[src/rtl/usb_hub_upstream_arbiter.sv]
// Round-robin, packet-locked arbiter for the hub's upstream transmit path.
// Optional stall timeout enabled by defining USB_HUB_ARB_TIMEOUT_EN.
//
// state | meaning
// IDLE  | no grant, arbitrating among eligible ports
// GRANT | one port owns the upstream path until packet-last or disable
// GAP   | enforced inter-packet idle before arbitration resumes
module usb_hub_upstream_arbiter #(
  parameter  int NUM_USB_DEVICES = 2,
  parameter  int GAP_CYCLES      = 2,
  parameter  int TIMEOUT_CYCLES  = 1024,
  localparam int GNT_W           = (NUM_USB_DEVICES > 1) ? $clog2(NUM_USB_DEVICES) : 1
) (
  input  logic                       clock,
  input  logic                       reset,
  input  logic [NUM_USB_DEVICES-1:0] port_enable,
  input  logic [NUM_USB_DEVICES-1:0] port_req,
  input  logic [NUM_USB_DEVICES-1:0] port_val,
  input  logic [NUM_USB_DEVICES-1:0] port_last,
  output logic [NUM_USB_DEVICES-1:0] port_grant,
  output logic                       grant_valid,
  output logic [GNT_W-1:0]           grant_id,
  output logic                       busy,
  output logic                       timeout_abort
);

  localparam int N        = NUM_USB_DEVICES;
  localparam int GAP_W    = (GAP_CYCLES > 1) ? $clog2(GAP_CYCLES) : 1;
  localparam int GAP_LAST = (GAP_CYCLES > 0) ? GAP_CYCLES - 1 : 0;

  typedef enum logic [1:0] {IDLE, GRANT, GAP} state_t;

  localparam state_t EXIT_STATE = (GAP_CYCLES == 0) ? IDLE : GAP;

  state_t           state_q, state_d;
  logic [N-1:0]     grant_q, grant_d;
  logic [GNT_W-1:0] grant_id_q, grant_id_d;
  logic [GNT_W-1:0] rr_q, rr_d;
  logic [GAP_W-1:0] gap_cnt_q, gap_cnt_d;
  logic             tmo_abort_q, tmo_abort_d;

  logic [N-1:0]     elig;
  logic             found;
  logic [GNT_W-1:0] winner;
  logic             g_val, g_last, g_en, g_end, tmo_hit;

  assign elig   = port_req & port_enable;
  assign g_val  = port_val[grant_id_q];
  assign g_last = port_last[grant_id_q];
  assign g_en   = port_enable[grant_id_q];
  assign g_end  = g_val & g_last;

  // First eligible port at or above the pointer, wrapping past N-1.
  always_comb begin
    found  = 1'b0;
    winner = '0;
    for (int i = 0; i < N; i++) begin
      if (!found && elig[(int'(rr_q) + i) % N]) begin
        found  = 1'b1;
        winner = GNT_W'((int'(rr_q) + i) % N);
      end
    end
  end

`ifdef USB_HUB_ARB_TIMEOUT_EN
  localparam int TMO_W = $clog2(TIMEOUT_CYCLES + 1);

  logic [TMO_W-1:0] tmo_cnt_q, tmo_cnt_d;

  // Idle-beat counter restarts on every granted beat; zero outside GRANT.
  always_comb begin
    tmo_cnt_d = '0;
    tmo_hit   = 1'b0;
    if (state_q == GRANT && !g_val) begin
      tmo_cnt_d = tmo_cnt_q + TMO_W'(1);
      tmo_hit   = (tmo_cnt_d == TMO_W'(TIMEOUT_CYCLES));
    end
  end

  always_ff @(posedge clock) begin
    if (reset) tmo_cnt_q <= '0;
    else       tmo_cnt_q <= tmo_cnt_d;
  end
`else
  logic unused_tmo_cfg;
  assign unused_tmo_cfg = (TIMEOUT_CYCLES != 0);
  assign tmo_hit        = 1'b0;
`endif

  always_comb begin
    state_d     = state_q;
    grant_d     = grant_q;
    grant_id_d  = grant_id_q;
    rr_d        = rr_q;
    gap_cnt_d   = gap_cnt_q;
    tmo_abort_d = 1'b0;
    case (state_q)
      IDLE: begin
        if (found) begin
          state_d         = GRANT;
          grant_d         = '0;
          grant_d[winner] = 1'b1;
          grant_id_d      = winner;
          rr_d            = GNT_W'((int'(winner) + 1) % N);
        end
      end
      GRANT: begin
        // Packet end beats disable, which beats timeout; only a pure stall pulses.
        if (g_end || !g_en || tmo_hit) begin
          state_d     = EXIT_STATE;
          grant_d     = '0;
          grant_id_d  = '0;
          gap_cnt_d   = '0;
          tmo_abort_d = tmo_hit && !g_end && g_en;
        end
      end
      GAP: begin
        if (gap_cnt_q == GAP_W'(GAP_LAST)) begin
          state_d   = IDLE;
          gap_cnt_d = '0;
        end else begin
          gap_cnt_d = gap_cnt_q + GAP_W'(1);
        end
      end
      default: state_d = IDLE;
    endcase
  end

  always_ff @(posedge clock) begin
    if (reset) begin
      state_q     <= IDLE;
      grant_q     <= '0;
      grant_id_q  <= '0;
      rr_q        <= '0;
      gap_cnt_q   <= '0;
      tmo_abort_q <= 1'b0;
    end else begin
      state_q     <= state_d;
      grant_q     <= grant_d;
      grant_id_q  <= grant_id_d;
      rr_q        <= rr_d;
      gap_cnt_q   <= gap_cnt_d;
      tmo_abort_q <= tmo_abort_d;
    end
  end

  assign port_grant    = grant_q;
  assign grant_valid   = |grant_q;
  assign grant_id      = grant_id_q;
  assign busy          = (state_q != IDLE);
  assign timeout_abort = tmo_abort_q;

endmodule

[config.mk]
export PLATFORM = sky130hd
export DESIGN_NAME = usb_hub_upstream_arbiter
export DESIGN_NICKNAME = d
export VERILOG_FILES = /design/src/rtl/usb_hub_upstream_arbiter.sv
export SDC_FILE = /design/constraint.sdc
export NUM_CORES = 1
export LEC_CHECK = 0
export CAP_MARGIN = 20
export CORE_AREA = 3 3 40 42
export DETAILED_ROUTE_END_ITERATION = 10
export DIE_AREA = 0 0 43 45
export DONT_BUFFER_PORTS = 1
export GPL_TIMING_DRIVEN = 0
export PLACE_DENSITY = 0.43
export RECOVER_POWER = 25
export SLEW_MARGIN = 25
export SYNTH_ARGS = -nofsm -noshare
export SYNTH_HDL_FRONTEND = slang
export SYNTH_SLANG_ARGS = --single-unit
[constraint.sdc]
create_clock -name clock -period 1.5 [get_ports clock]
set_input_delay 0 -clock clock [delete_from_list [all_inputs] [get_ports clock]]
set_output_delay 0 -clock clock [all_outputs]
set_load 0.01 [all_outputs]
==> results by group <==
Outcome
  • Status: finished clean

Placement
  • Port Buf Inserts: 0
  • GP Congestion: 0.647
  • Post-DP HPWL: 594 µm
  • Setup WS pre-CTS: 171 ps
  • Placed Cells: 55

CTS
  • CTS sink count: 6
  • TritonCTS Buffers: 3
  • H-tree levels: 1
  • Post-CTS setup buffers: 0
  • Clock root cell: clkbuf_4
  • Post-cts resize count: 0
  • CTS tree: built
  • Maximum clock path buffer count: 2
  • Clk Latency, worst-skew pair: 250 ps
  • Clock Pin Slew Worst Setup and Hold Paths: 50 ps

Layout
  • Nets: 58
  • Layout cells sized above 1: 26.1%
  • Seq. cell area: 120 µm²
  • Filler cells: 146
  • Commonest non-fill, non-tap cells in the layout: 6 x dfxtp_1, 5 x nand2_1, 5 x nor2_1
  • Diode count: 0
  • Fin cells: 61
  • Commonest non-fill, non-tap cell in the layout: dfxtp_1
  • Area Growth Syn to Fin: 21.0%
  • Multi-input logic area: 198 µm²
  • Final core utilization: 32.0%

GRT
  • Largest net degree at the start of global routing: 7
  • Total grt overflow: 0
  • Vias in the first global route: 268
  • Total track usage: 8.67%
  • Initial antenna violation count: 0
  • First-pass GRT wire length: 1.19 mm

Critical path
  • Reg2Reg Launch Point: port_grant[1]
  • CP Buf/Inv Count: 0
  • Critical Path AT: 1470 ps
  • CP peak stage delay: 460 ps
  • FF-to-FF End: port_grant[0]
  • CP Capture Type: flip-flop
  • Crit path cell chain: nor2b_1 > a221oi_4 > nor3_2 > a22o_1
  • Crit path launch type: flip-flop
  • Req. time, crit path: 1640 ps
  • Critical Path Slowest Stage Cell: dfxtp_1
  • CP Max Fanout: 6
  • R2R Setup Slk: 180 ps
  • Crit Path Class: reg2reg
  • Reg2reg path depth: 4
  • Delay-heaviest family, CP: compound AO/OA/AOI/OAI gates

Routing
  • Drt total wl: 760 µm
  • Drt pass-1 iters: 2
  • Initial DRC Count: 3
  • DR vias/cell: 4.89
  • Via count: 298
  • # DRC: 0
  • Routed wire length per instance: 12.5 µm
  • Post-route ant nets: 0

Die
  • Die area: 0.00194 mm²
  • Io pins: 16
  • Initial core utilization: 26.5%
  • Die H: 45 µm
  • Site Rows: 13
  • Core ar.: 0.00128 mm²
  • Overall die width: 43 µm

Worst hold path
  • HP Start: reset
  • Worst Hold Path EP: port_grant[0]
  • HP Class: in2reg
  • WHS Path Cells: 2

STA
  • Clock skew: 6.49 ps
  • Total negative slack: 0 ps
  • Final Critical Period: 1320 ps
  • Fin Hold WS: 13.0 ps
  • F_max: 755 MHz
  • RSZ-0062 raised after global routing: no
  • Fin. Hold Viols: 0
  • Setup slack after layout: 176 ps
  • Slew Limit Fails: 0
  • Final worst path period share: 88.3%
  • Final setup fails: 0

Yosys
  • Mapped Nets: 50
  • Post-synth top area share: 35.3%
  • Ranking of synthesized cells by area: dfxtp_1 35%, a221oi_4 7.7%, nor3_2 5.9%
  • Syn Area/Cell: 8.51 µm²
  • Synth Warn #: 0
  • Seq/Total Area, Yosys: 35.3%
  • Synth Cell Area: 340 µm²
  • Cell variety after synth: 22
  • Number of flops mapped to enable cells by yosys: 0
  • Synth area leader: dfxtp_1
  • Ys async rst share: 0%
  • Top FF cell, synth: dfxtp_1
  • Synth Register Bits: 6
  • Synthesized instance count: 40

Job
  • Max-cap violations: 0

Power and ir drop
  • P per Cell Area: 1050 mW/mm²
  • Leakage: 0.162 nW
  • Worst vdd ir: 0.496 mV
-- cell families (layout without fill, tap and decap cells) --
group | count (synthesis) | in the layout | synth area share, %
simple gates | 20 | 20 | 32.0
compound gates | 9 | 9 | 25.0
flops | 6 | 6 | 35.3
buf+inv | 4 | 10 | 6.62
other cells | 1 | 1 | 1.10
-- metrics by stage --
step | total power, W | area (µm²)
after floorplan | 0.000265 | 340
after global placement | 0.000275 | 359
after detailed placement | 0.000279 | 359
after CTS | 0.000435 | 412
after global routing | 0.000461 | 412
final | 0.000433 | 412
-- what timing repair did --
| action | 4_1_cts | 5_1_grt |
|---|---|---|
| hold buffers | 3 | 0 |
| hold endpoints to repair | 6 | 0 |
| setup endpoints to repair | 0 | 0 |
-- worst reg2reg max path, cell delays in order (launching register included) --
cell	delay, ps
dfxtp_1	460
nor2b_1	140
a221oi_4	310
nor3_2	80
a22o_1	230
-- power breakdown --
| part | total, W | internal [W] | switching (W) |
|---|---|---|---|
| Clock | 0.000150 | 0.0000905 | 0.0000591 |
| Sequential | 0.000189 | 0.000174 | 0.0000149 |
| Combinational | 0.0000937 | 0.0000435 | 0.0000502 |
-- area by class of cell --
class	instances	area share, %
Buffer	2	3.65
Clock buffer	3	5.47
Inverter	2	1.82
Multi-Input combinational cell	30	48.0
Sequential cell	6	29.2
Tap cell	15	4.56
Timing Repair Buffer	3	7.29
-- metal layers --
metal  global-route usage, %  share of wire, %  vias to the layer above
met1                    10.1                45                      134
li1                        -                 -                      146
met4                       0                 0                        0
met5                       0                 0                        -
met3                    9.16                16                        0
met2                    11.7                39                       18
-- worst max path at each step --
stage	startpoint	slack [ps]	cells after the start	endpoint
detailed placement	port_grant[1]	170	4	port_grant[0]
finish	port_grant[1]	180	4	port_grant[0]
floorplan	port_grant[1]	310	4	port_grant[0]
global placement	port_grant[1]	190	4	port_grant[0]
global route	port_grant[1]	50	4	port_grant[0]
CTS	port_grant[1]	150	4	port_grant[0]
-- cells in the mapped netlist (2+ instances only) --
cell / number
nor3_2: 2
nand2_1: 5
inv_1: 2
buf_4: 2
nor3_1: 2
a22o_1: 2
dfxtp_1: 6
nor2_1: 5
-- registers in the layout, summed over array words and instances (netlist names) --
name and flops:
port_grant 2, rr_q 1, state_q 2, gap_cnt_q 1
Power figures use the tool's default switching activity.
